===== config.mk =====
export PLATFORM = sky130hd
export DESIGN_NAME = dewhiten_deframer
export DESIGN_NICKNAME = d
export VERILOG_FILES = /design/src/rtl/dewhiten_deframer.sv
export SDC_FILE = /design/constraint.sdc
export NUM_CORES = 1
export LEC_CHECK = 0
export ABC_CLOCK_PERIOD_IN_PS = 3060
export CORE_ASPECT_RATIO = 1.4
export CORE_UTILIZATION = 50
export DETAILED_ROUTE_END_ITERATION = 7
export HOLD_SLACK_MARGIN = 0.15
export PLACE_DENSITY_LB_ADDON = 0.2
export SYNTH_ARGS = -nofsm -noshare
export SYNTH_HDL_FRONTEND = slang
export SYNTH_SLANG_ARGS = --single-unit

===== constraint.sdc =====
create_clock -name clk -period 3.06 [get_ports clk]
set_input_delay 0.459 -clock clk [delete_from_list [all_inputs] [get_ports clk]]
set_output_delay 0.459 -clock clk [all_outputs]
set_load 0.02 [all_outputs]

===== src/rtl/dewhiten_deframer.sv =====
// PHR/payload deframer with PN9 dewhitening of the payload; bit 0 of every beat is earliest in time.
// Optional macro DEWHITEN_DW_SELECT_EN: dewhiten the payload only when the PHR DW flag (bit 3) is set.
module dewhiten_deframer #(
  parameter int         IN_W      = 1,
  parameter int         PHR_BYTES = 2,
  parameter int         LEN_W     = 11,
  parameter int         MAX_LEN   = 2047,
  parameter logic [8:0] PN9_SEED  = 9'h1FF
) (
  input  logic             clk,
  input  logic             rst,
  input  logic [IN_W-1:0]  in_data,
  input  logic             in_valid,
  input  logic             in_sof,
  output logic [7:0]       out_data,
  output logic             out_valid,
  output logic             out_phr,
  output logic             out_sof,
  output logic             out_eof,
  output logic [LEN_W-1:0] frame_len,
  output logic             frame_err,
  output logic             busy,
  output logic [1:0]       dbg_state
);

  localparam int             PW       = PHR_BYTES * 8;
  localparam int             PCW      = $clog2(PHR_BYTES + 1);
  localparam logic [3:0]     STEP     = 4'(IN_W);
  localparam logic [PCW-1:0] LAST_PHR = PCW'(PHR_BYTES - 1);
  localparam logic [LEN_W:0] MAX_L    = (LEN_W + 1)'(MAX_LEN);

  typedef enum logic [1:0] {S_IDLE = 2'd0, S_PHR = 2'd1, S_PAY = 2'd2} state_t;

  // Handshake: a beat transfers when in_valid is high (there is no ready); in_sof
  // counts only with in_valid. out_valid is a one-cycle strobe with no back-pressure.
  state_t             state;
  logic [PW-1:0]      phr;
  logic [7:0]         sr;
  logic [3:0]         bcnt;
  logic [PCW-1:0]     pcnt;
  logic [LEN_W-1:0]   byte_cnt;
  logic [8:0]         pn;
  logic               dw_en;

  logic               start, in_phr, in_pay, byte_done, phr_done, len_bad;
  logic [3:0]         cur_bcnt, bcnt_n;
  logic [PCW-1:0]     cur_pcnt;
  logic [8:0]         pn_w;
  logic [IN_W-1:0]    beat_bits;
  logic [IN_W+7:0]    scat;
  logic [7:0]         sr_n;
  logic [PW+IN_W-1:0] pcat;
  logic [PW-1:0]      phr_n;
  logic [LEN_W-1:0]   len_n;

  always_comb begin
    start     = in_valid && in_sof;
    in_phr    = start || (state == S_PHR);
    in_pay    = !start && (state == S_PAY);
    cur_bcnt  = start ? 4'd0 : bcnt;
    cur_pcnt  = start ? '0 : pcnt;
    // Whitening sequence advances once per payload bit, all IN_W steps inside one beat.
    pn_w      = pn;
    beat_bits = in_data;
    for (int i = 0; i < IN_W; i++) begin
      if (in_pay && dw_en) begin
        beat_bits[i] = in_data[i] ^ pn_w[0];
        pn_w         = {pn_w[0] ^ pn_w[5], pn_w[8:1]};
      end
    end
    scat      = {beat_bits, sr};
    sr_n      = scat[IN_W +: 8];
    pcat      = {in_data, phr};
    phr_n     = pcat[IN_W +: PW];
    bcnt_n    = cur_bcnt + STEP;
    byte_done = (bcnt_n == 4'd8);
    phr_done  = in_phr && byte_done && (cur_pcnt == LAST_PHR);
    len_n     = phr_n[PW-1 -: LEN_W];
    len_bad   = (len_n == '0) || ({1'b0, len_n} > MAX_L);
  end

`ifndef DEWHITEN_DW_SELECT_EN
  assign dw_en = 1'b1;
`endif

  always_ff @(posedge clk) begin
    if (rst) begin
      state     <= S_IDLE;
      phr       <= '0;
      sr        <= '0;
      bcnt      <= '0;
      pcnt      <= '0;
      byte_cnt  <= '0;
      pn        <= PN9_SEED;
      out_data  <= 8'h00;
      out_valid <= 1'b0;
      out_phr   <= 1'b0;
      out_sof   <= 1'b0;
      out_eof   <= 1'b0;
      frame_len <= '0;
      frame_err <= 1'b0;
`ifdef DEWHITEN_DW_SELECT_EN
      dw_en     <= 1'b0;
`endif
    end else begin
      out_valid <= 1'b0;
      out_phr   <= 1'b0;
      out_sof   <= 1'b0;
      out_eof   <= 1'b0;
      frame_err <= 1'b0;
      if (in_valid && (start || state != S_IDLE)) begin
        if (start && state != S_IDLE) frame_err <= 1'b1;
        sr   <= sr_n;
        bcnt <= byte_done ? 4'd0 : bcnt_n;
        if (in_phr) begin
          phr   <= phr_n;
          state <= S_PHR;
          pcnt  <= cur_pcnt;
          if (byte_done) begin
            out_valid <= 1'b1;
            out_data  <= sr_n;
            out_phr   <= 1'b1;
            out_sof   <= (cur_pcnt == '0);
            pcnt      <= cur_pcnt + 1'b1;
          end
          if (phr_done) begin
            if (len_bad) begin
              frame_err <= 1'b1;
              state     <= S_IDLE;
            end else begin
              frame_len <= len_n;
              byte_cnt  <= len_n;
              pn        <= PN9_SEED;
`ifdef DEWHITEN_DW_SELECT_EN
              dw_en     <= phr_n[3];
`endif
              state     <= S_PAY;
            end
          end
        end else begin
          pn <= pn_w;
          if (byte_done) begin
            out_valid <= 1'b1;
            out_data  <= sr_n;
            if (byte_cnt == LEN_W'(1)) begin
              out_eof <= 1'b1;
              state   <= S_IDLE;
            end else begin
              byte_cnt <= byte_cnt - 1'b1;
            end
          end
        end
      end
    end
  end

  assign busy      = (state != S_IDLE);
  assign dbg_state = state;

endmodule


==> out/results.txt, run 1 <==
Status: complete, but fails checks
Failing checks: design-rule violations
ANT cells: 0
Yosys warns: 0
Starting Density: 0.5250
Clk_skew: 0.009571 ns
Hold Path Stages: 2
Vias in the first global route: 3046
FF-to-FF Start: bcnt[0]
Gr usage total: 0.2602
Post-synthesis compound-gate area fraction: 0.2222
Max VDD drop: 327.7 uV
Reg2reg end: byte_cnt[0]
Main combinational cell family by area after synthesis: simple AND/OR/NAND/NOR gates
DIE AREA: 6945 um2
Adder-Cell Fraction of Synth Area: 0.01893
Post-synthesis cell area: 3306 um2
Slowest stage cell on the critical path: a2111o_1
Final Setup Violations: 0
# fillers: 578
Synth Area per Inst: 8.023 um2
Mapped Nets: 422
Critical Path End Type: flip-flop
RSZ-0062 raised after global routing: no
Row count: 34
Synth Area in XOR/XNOR: 0.005299
Post-cts resize count: 0
Vias: 3184
CTS HTree Levels: 3
Worst Hold Class: reg -> reg
IO Port Bufs: 31
Area added between synthesis and finish: 18.85%
Routed WL: 8562 um
Startpoint types: input port
Total negative slack: 0 ns
Most common cell after layout, fill and taps aside: dfxtp_1
Multiplexer share of the synthesized area: 0.04656
CP max stage delay: 0.50 ns
Final Wtd Congestion: 0.9124
DRC: 2
Post-synth EDFFs: 0
Simple-Gate Fraction of Synth Area: 0.2479
Clock sink count: 69
Io pins: 32
Antenna-violating nets left: 0
Post-CTS Setup Bufs: 0
Total gr overflow: 0
CTS Buffer Depth: 2
R2r worst-path depth: 7
Worst-path clk slew: 0.08 ns
Most frequent cells in the layout: dfxtp_1, nand2_1, a21oi_1, clkdlybuf4s50_1, nor2_1
Cell Pwr Density: 486.9 nW/um2
Initial antenna violation count: 0
Fmax: 389.8 MHz
Sequential area share after synthesis: 0.4179
Slew Viols, Final: 0
Synth Register Bits: 69
Leakage: 1.340 nW
Storage cell area: 1381 um2
Vias per cell: 6.111
Cells after Synth: 412
Critical Path AT: 2.76 ns
Distinct cells, synth: 52
Drt pass-1 iters: 8
Crit-path cells: clkdlybuf4s50_1 > nand2_1 > and2_1 > ha_1 > nand2_1 > a2111o_1 > or3_1 > a211oi_2 > a221oi_1
Finished Core Util: 0.6240
Hold Path Origin: out_data[2]
Max transition margin: 0.5417
Hold EP: out_data[2]
Die width: 70.72 um
Period Utilization, post-route: 0.8383
Share of layout cells above drive strength 1: 0.1114
Drt wl/cell: 16.43 um
Cell repeated most along the worst path: nand2_1
Crit path kind: in -> reg
Hold_buf cts: 0
Largest fanout on the critical path: 6
Largest net degree at the start of global routing: 55
Synth Flop Type: dfxtp_1
R2r setup slk: 0.76 ns
Placement Cell Area: 3731 um2
First-pass GRT wire length: 14370 um
Required @ worst endpoint: 3.25 ns
Placed wire-length estimate: 5826 um
Worst-skew pair later-pin latency: 0.35 ns
Chip Height: 98.21 um
Core footprint: 6296 um2
Iter 0 DRT Violations: 282
Root Driver: clkbuf_8
CTS Buf Count: 9
Fin area: 3929 um2
Tmin final: 2.565 ns
Max cap viols: 0
Multi-input gate area: 1800 um2
Final nets: 454
CTS tree: done
Final Hold Fails: 0
Worst slew pin tran: 0.6828 ns
Ys async rst share: 0
[registers in the layout, summed over array words and instances (netlist names)]
signal and flops:
sr 7, out_data 8, dbg_state 2, pn 9
frame_len 11, frame_err 1, byte_cnt 11, out_sof 1
out_valid 1, out_eof 1, bcnt 4, out_phr 1
phr 10, pcnt 2
[cell usage after synthesis, types with 8 or more instances]
library cell  instances  share of area
nor2_1               26          0.030
nand3_1               8          0.012
dfxtp_1              69           0.42
nand4_1               9          0.017
o21ai_0              26          0.039
nor4_1               15          0.028
clkbuf_1             22          0.025
nand2_1              67          0.076
a21oi_1              49          0.074
nor3_1                9          0.014
mux2i_1              12          0.036
[final cells by class]
| class | instances | share of cell area |
|---|---|---|
| multi-input combinational | 309 | 0.4583 |
| tap | 72 | 0.02293 |
| sequential | 69 | 0.3516 |
| timing repair buffer | 48 | 0.1102 |
| inverter | 7 | 0.006688 |
| clock inverter | 7 | 0.01879 |
| clock buffer | 9 | 0.03153 |
[critical path, delay by kind of cell]
family,cells,cell delay [ns]
compound gates,3,0.85
fa+ha+maj,1,0.20
buf+inv,1,0.42
simple gates,4,0.82
[cells by family (layout without fill, tap and decap cells)]
kind of cell / count (synthesis) / count (layout)
and+or+nand+nor: 168 / 168
xor gates and xnor gates: 2 / 2
adders and majority gates: 5 / 5
DFF: 69 / 69
buffers and inverters: 34 / 71
AOI/OAI and AO/OA: 119 / 119
muxes: 15 / 15
[layer usage]
metal  part of all wire  GRT usage
met1               0.41     0.3152
met2               0.50     0.4312
met3              0.046    0.03509
met4              0.043     0.1631
met5                  0          0
[where the power goes]
group          total (W)  internal, W  switching [W]
registers       0.000932     0.000913      0.0000189
clock network   0.000744     0.000379       0.000365
logic           0.000237    0.0000900       0.000147
total            0.00191      0.00138       0.000531
[how the worst max path moves through the flow]
stage | from | endpoint | slack (ns) | cells past startpoint
floorplan | in_valid | frame_len[8] | 0.57 | 10
global placement | in_valid | frame_len[0] | 0.22 | 10
finish | in_valid | byte_cnt[0] | 0.49 | 9
global route | in_sof | byte_cnt[4] | 0.31 | 9
detailed placement | in_valid | byte_cnt[0] | 0.17 | 9
CTS | in_valid | byte_cnt[0] | 0.51 | 9
[stage by stage]
stage	total power, W	hold WS, ns	instances	worst slack [ns]
global placement	0.001178	0.4441	505	0.2192
finish	0.001913	0.4541	521	0.4949
global route	0.001983	0.4805	521	0.3072
CTS	0.001914	0.4574	521	0.5082
detailed placement	0.001183	0.4461	505	0.1651
floorplan	0.001119	0.4321	412	0.5698
Note: power is estimated with default switching activity, not from simulation.
==> run 2, diff against run 1 <==
--- a/config.mk
+++ b/config.mk
@@ -5,7 +5,7 @@
 export SDC_FILE = /design/constraint.sdc
 export NUM_CORES = 1
 export LEC_CHECK = 0
-export ABC_CLOCK_PERIOD_IN_PS = 3060
+export ABC_CLOCK_PERIOD_IN_PS = 2200
 export CORE_ASPECT_RATIO = 1.4
 export CORE_UTILIZATION = 50
 export DETAILED_ROUTE_END_ITERATION = 7
==> constraint.sdc (replaced) <==
create_clock -name clk -period 2.2 [get_ports clk]
set_input_delay 0.33 -clock clk [delete_from_list [all_inputs] [get_ports clk]]
set_output_delay 0.33 -clock clk [all_outputs]
set_load 0.02 [all_outputs]
==> run 2 against run 1 <==
- the flow still finishes with violations (design-rule violations)
- sequential share of layout area fell by 3.6 points
- via count rose by 4.5%
- routed wire length rose by 8.6%
- sequential power rose by 38%
- register-to-register slack got worse by 0.60 ns
==> out/results.txt, run 2 (synthesis results as in run 1) <==
Routed WL: 9298 um (was 8562 um)
Io pins: 32 (unchanged)
CP max stage delay: 0.56 ns (was 0.50 ns)
Hold_buf cts: 0 (unchanged)
Clk_skew: 0.009673 ns (was 0.009571 ns)
First-pass GRT wire length: 15370 um (was 14370 um)
Startpoint types: flip-flop (was input port)
Chip Height: 98.21 um (unchanged)
CTS tree: done (unchanged)
Period Utilization, post-route: 0.9538
Final Wtd Congestion: 0.9496 (was 0.9124)
Drt wl/cell: 16.43 um (about the same)
Share of layout cells above drive strength 1: 0.2206 (was 0.1114)
Placed wire-length estimate: 6389 um (was 5826 um)
Max transition margin: 0.6355 (was 0.5417)
CTS Buffer Depth: 2 (unchanged)
CP top delay family: buffers and inverters (was compound AO/OA/AOI/OAI gates)
DIE AREA: 6945 um2 (unchanged)
Cell Pwr Density: 660.2 nW/um2 (was 486.9 nW/um2)
Die width: 70.72 um (unchanged)
Vias per cell: 5.880 (was 6.111)
Critical Path AT: 1.77 ns (was 2.76 ns)
Max cap viols: 0 (unchanged)
Finished Core Util: 0.6999 (was 0.6240)
Largest net degree at the start of global routing: 28 (was 55)
Fmax: 476.6 MHz
CTS HTree Levels: 3 (unchanged)
Worst-path clk slew: 0.08 ns (about the same)
Leakage: 1.606 nW (was 1.340 nW)
Antenna-violating nets left: 0 (unchanged)
IO Port Bufs: 31 (unchanged)
Slew Viols, Final: 0 (unchanged)
Worst-skew pair later-pin latency: 0.35 ns (about the same)
Row count: 34 (unchanged)
Status: complete, but fails checks (unchanged)
Placed insts: 545 (was 505)
Crit-path cells: buf_4 > or2_2 > clkdlybuf4s50_1 (was clkdlybuf4s50_1 > nand2_1 > and2_1 > ha_1 > nand2_1 > a2111o_1 > or3_1 > a211oi_2 > a221oi_1)
CP bufs+invs: 2 (was 1)
Vias in the first global route: 3302 (was 3046)
Critical Path End Type: output port (was flip-flop)
Pre-CTS WS: -0.3844 ns (was 0.1651 ns)
Iter 0 DRT Violations: 356 (was 282)
Crit path kind: reg -> out (was in -> reg)
Top Registers: byte_cnt x11, frame_len x11, phr x10 (unchanged)
Setup WS post-layout: 0.1017 ns (was 0.4949 ns)
Final nets: 500 (was 454)
Most common cell after layout, fill and taps aside: dfxtp_1 (unchanged)
Area added between synthesis and finish: 33.31% (was 18.85%)
ANT cells: 0 (unchanged)
Vias: 3328 (was 3184)
Slowest stage cell on the critical path: clkdlybuf4s50_1 (was a2111o_1)
Failing checks: design-rule violations (unchanged)
Total gr overflow: 0 (unchanged)
Total power: 0.002909 W (was 0.001913 W)
Clock sink count: 69 (unchanged)
Hold slack: 0.3394 ns (was 0.4541 ns)
Final Setup Violations: 0 (unchanged)
R2r setup slk: 0.16 ns (was 0.76 ns)
Root Driver: clkbuf_8 (unchanged)
Worst Hold Class: in -> reg (was reg -> reg)
Largest fanout on the critical path: 5 (was 6)
Gr usage total: 0.2816 (was 0.2602)
Required @ worst endpoint: 1.87 ns (was 3.25 ns)
Most frequent cells in the layout: dfxtp_1, nand2_1, buf_4, a21oi_1, clkdlybuf4s50_1 (was dfxtp_1, nand2_1, a21oi_1, clkdlybuf4s50_1, nor2_1)
Drt pass-1 iters: 6 (was 8)
CTS Buf Count: 9 (unchanged)
Core footprint: 6296 um2 (unchanged)
Initial antenna violation count: 0 (unchanged)
DRC: 2 (unchanged)
Worst slew pin tran: 0.5443 ns (was 0.6828 ns)
Max VDD drop: 528.6 uV (was 327.7 uV)
Final Hold Fails: 0 (unchanged)
Tmin final: 2.098 ns
Starting Density: 0.5250 (unchanged)
Non-Filler Instances: 566 (was 521)
[run 2: cell type report]
class / instances / area, um2
Fill cell: 510 / 1889
Multi-Input combinational cell: 309 / 1853
Sequential cell: 69 / 1389
Timing Repair Buffer: 94 / 813.3
Clock buffer: 9 / 123.9
Clock inverter: 6 / 111.4
Tap cell: 72 / 90.09
Inverter: 7 / 26.28
[run 2: timing repair]
item,4_1_cts,5_1_grt
pin swaps,2,2
cloned,1,0
buffers inserted,1,4
resized for setup,5,9
setup endpoints to repair,5,12
[run 2: metrics by stage]
step	setup TNS (ns)	instance area (um2)
after floorplan	0	3347
after global placement	-9.813	4066
after detailed placement	-11.56	4066
after CTS	0	4347
after global routing	-0.03944	4407
final	0	4407
[run 2: path summary, 6_finish.rpt]
check | startpoint | endpoint | cells past startpoint
worst max-delay path | dbg_state[1] | busy | 3
worst min-delay path | rst | phr[14] | 2
worst max register to register | bcnt[0] | byte_cnt[0] | 6
worst min register to register | out_data[1] | out_data[1] | 2
[run 2: metal layers]
layer / global-route usage / share of wire / up-vias
met4: 0.1338 / 0.028 / 0
li1: - / - / 1644
met1: 0.3168 / 0.39 / 1570
met5: 0 / 0 / -
met2: 0.5015 / 0.54 / 91
met3: 0.05676 / 0.044 / 23
[run 2: power breakdown]
| part | total [W] | leakage, nW | switching (W) | internal [W] |
|---|---|---|---|---|
| Sequential | 0.00129 | 0.559 | 0.0000255 | 0.00127 |
| Combinational | 0.000384 | 0.931 | 0.000222 | 0.000162 |
| Clock | 0.00123 | 0.116 | 0.000483 | 0.000748 |
| Total | 0.00291 | 1.61 | 0.000730 | 0.00218 |
==> run 3, diff against run 2 <==
--- a/config.mk
+++ b/config.mk
@@ -6,11 +6,13 @@
 export NUM_CORES = 1
 export LEC_CHECK = 0
 export ABC_CLOCK_PERIOD_IN_PS = 2200
+export CAP_MARGIN = 20
 export CORE_ASPECT_RATIO = 1.4
 export CORE_UTILIZATION = 50
 export DETAILED_ROUTE_END_ITERATION = 7
+export GPL_TIMING_DRIVEN = 0
 export HOLD_SLACK_MARGIN = 0.15
-export PLACE_DENSITY_LB_ADDON = 0.2
+export PLACE_DENSITY = 0.77
 export SYNTH_ARGS = -nofsm -noshare
 export SYNTH_HDL_FRONTEND = slang
 export SYNTH_SLANG_ARGS = --single-unit
==> run 3 against run 2 <==
- the run ends with negative setup slack left
- critical path depth grew 10
- core utilization down 3.8 points
- routed wire length increased by 2.5%
- sequential power barely moved
- clock power barely moved
- die area stayed put
- largest cell class unchanged
==> out/results.txt, run 3 (synthesis results as in run 1) <==
Share of layout cells above drive strength 1: 0.1631 (was 0.2206)
Worst-path clk slew: 0.08 ns (about the same)
Fmax: 449.4 MHz (was 476.6 MHz)
CP max stage delay: 0.47 ns (was 0.56 ns)
Final nets: 471 (was 500)
Worst Hold Class: reg -> reg (was in -> reg)
Gr usage total: 0.2775 (was 0.2816)
P_int: 0.002082 W (was 0.002180 W)
Critical Path AT: 2.44 ns (was 1.77 ns)
Non-Filler Instances: 538 (was 566)
Die width: 70.72 um (unchanged)
Storage cell area: 1384 um2 (was 1389 um2)
Critical Path End Type: flip-flop (was output port)
Drt pass-1 iters: 4 (was 6)
# fillers: 523 (was 510)
Vias per cell: 6.117 (was 5.880)
Initial antenna violation count: 0 (unchanged)
Placed wire-length estimate: 6496 um (was 6389 um)
Period Utilization, post-route: 1.011 (was 0.9538)
Slowest stage cell on the critical path: a2111o_1 (was clkdlybuf4s50_1)
Worst-skew pair later-pin latency: 0.35 ns (about the same)
CTS tree: done (unchanged)
Max cap viols: 0 (unchanged)
Max transition margin: 0.4914 (was 0.6355)
Largest net degree at the start of global routing: 14 (was 28)
Flop pwr share: 0.454 (was 0.445)
DIE AREA: 6945 um2 (unchanged)
CTS HTree Levels: 3 (unchanged)
Net switching power: 0.0007813 W (was 0.0007296 W)
RSZ-0062 raised after global routing: no
CTS Buffer Depth: 2 (unchanged)
Vias: 3291 (was 3328)
Slew Viols, Final: 0 (unchanged)
CP bufs+invs: 6 (was 2)
Row count: 34 (unchanged)
CTS Buf Count: 9 (unchanged)
Multi-input gate area: 1936 um2 (was 1853 um2)
Clock group share of total power: 0.419 (was 0.423)
Iter 0 DRT Violations: 218 (was 356)
Final Setup Violations: 1 (was 0)
DRC: 0 (was 2)
Most frequent cells in the layout: dfxtp_1, nand2_1, a21oi_1, clkdlybuf4s50_1, o21ai_0 (was dfxtp_1, nand2_1, buf_4, a21oi_1, clkdlybuf4s50_1)
Total gr overflow: 0 (unchanged)
Net Sw Frac: 0.2729 (was 0.2508)
Required @ worst endpoint: 2.41 ns (was 1.87 ns)
Gate power share: 0.126 (was 0.132)
ANT cells: 0 (unchanged)
Antenna-violating nets left: 0 (unchanged)
Clk_skew: 0.009606 ns (was 0.009673 ns)
Crit path kind: in -> reg (was reg -> out)
IO Port Bufs: 30 (was 31)
First-pass GRT wire length: 15150 um (was 15370 um)
Routed WL: 9534 um (was 9298 um)
CP top delay family: buffers and inverters (unchanged)
Final Hold Fails: 0 (unchanged)
Root Driver: clkbuf_8 (unchanged)
Clock sink count: 69 (unchanged)
Leakage: 1.415 nW (was 1.606 nW)
Chip Height: 98.21 um (unchanged)
Setup WS post-layout: -0.02521 ns (was 0.1017 ns)
Drt wl/cell: 17.72 um (was 16.43 um)
Worst slew pin tran: 0.7578 ns (was 0.5443 ns)
Most common cell after layout, fill and taps aside: dfxtp_1 (unchanged)
Max VDD drop: 674.3 uV (was 528.6 uV)
Status: complete, but fails checks (unchanged)
R2r worst-path depth: 9 (was 6)
Stages on worst setup path: 13 (was 3)
Vias in the first global route: 3172 (was 3302)
Final Wtd Congestion: 0.9768 (was 0.9496)
Placed insts: 514 (was 545)
Crit-path cells: clkdlybuf4s15_1 > clkbuf_8 > nand2_4 > nand2_2 > inv_2 > ha_4 > inv_1 > a2111o_1 > buf_4 > buf_4 > nor3_1 > nor2_1 > nor3_1 (was buf_4 > or2_2 > clkdlybuf4s50_1)
Tmin final: 2.225 ns (was 2.098 ns)
Hold Path Stages: 2 (unchanged)
Failing checks: negative setup slack (was design-rule violations)
Top Registers: byte_cnt x11, frame_len x11, phr x10 (unchanged)
Io pins: 32 (unchanged)
Starting Density: 0.5250 (unchanged)
Startpoint types: input port (was flip-flop)
Cell Pwr Density: 686.8 nW/um2 (was 660.2 nW/um2)
Area added between synthesis and finish: 26.12% (was 33.31%)
Largest fanout on the critical path: 5 (unchanged)
Core footprint: 6296 um2 (unchanged)
Hold slack: 0.4573 ns (was 0.3394 ns)
==> run 3: cell types whose count changed in the layout (fill, tap and decap cells not counted), moves of 3 or more <==
cell / before / now
buf_4: 61 / 9
clkbuf_1: 0 / 17
clkbuf_2: 0 / 3
clkbuf_8: 9 / 12
nor2_1: 26 / 23
nor2_2: 0 / 3
==> run 3: power by group through the flow <==
stage	clock [W]	sequential [W]	combinational, W
finish	0.00120	0.00130	0.000361
global route	0.00126	0.00130	0.000393
CTS	0.00121	0.00130	0.000332
detailed placement	0	0.00133	0.000322
global placement	0	0.00133	0.000318
floorplan	0	0.00132	0.000240
==> run 3: metal layers <==
| metal | vias up | GRT usage | part of all wire |
|---|---|---|---|
| li1 | 1591 | - | - |
| met1 | 1581 | 0.3115 | 0.40 |
| met2 | 92 | 0.5007 | 0.51 |
| met3 | 27 | 0.04954 | 0.043 |
| met4 | 0 | 0.1292 | 0.039 |
| met5 | - | 0 | 0 |
==> run 3: stage by stage <==
stage | instance area, um2 | TNS (ns) | power, W | utilization | worst slack [ns]
final | 4169 | -0.02521 | 0.002863 | 0.6622 | -0.02521
after global routing | 4169 | 0 | 0.002960 | 0.6622 | 0.02584
after CTS | 4045 | 0 | 0.002837 | 0.6425 | 0.006332
after detailed placement | 3737 | -33.30 | 0.001649 | 0.5936 | -0.9531
after global placement | 3737 | -32.67 | 0.001644 | 0.5936 | -0.9270
after floorplan | 3347 | 0 | 0.001559 | - | 0.01473
==> run 3: final timing paths <==
kind / from / to / slack (ns)
setup reg to reg: bcnt[0] / frame_err / 0
hold reg to reg: out_data[2] / out_data[2] / 0.46
hold / removal: out_data[2] / out_data[2] / 0.46
setup / recovery: in_valid / frame_err / -0.03
==> run 3: cell type report <==
class / count / share of cell area
buffer: 26 / 0.03331
clock inverter: 6 / 0.02251
sequential: 69 / 0.3319
tap: 72 / 0.02161
timing repair buffer: 39 / 0.08703
clock buffer: 10 / 0.03301
inverter: 7 / 0.006303
multi-input combinational: 309 / 0.4643
==> run 3: worst register-to-register path, stage by stage (launching register included) <==
cell,delay [ns]
dfxtp_1,0.41
and2_4,0.19
ha_4,0.15
nand2_4,0.07
a2111o_1,0.39
buf_4,0.18
buf_4,0.13
nor3_1,0.17
nor2_1,0.06
nor3_1,0.32
==> run 3: what timing repair did <==
item                       CTS  global route
pin swaps                    4             5
hold buffers                 0             0
resized for setup           14            29
buffers inserted             4             5
setup endpoints to repair   48            33
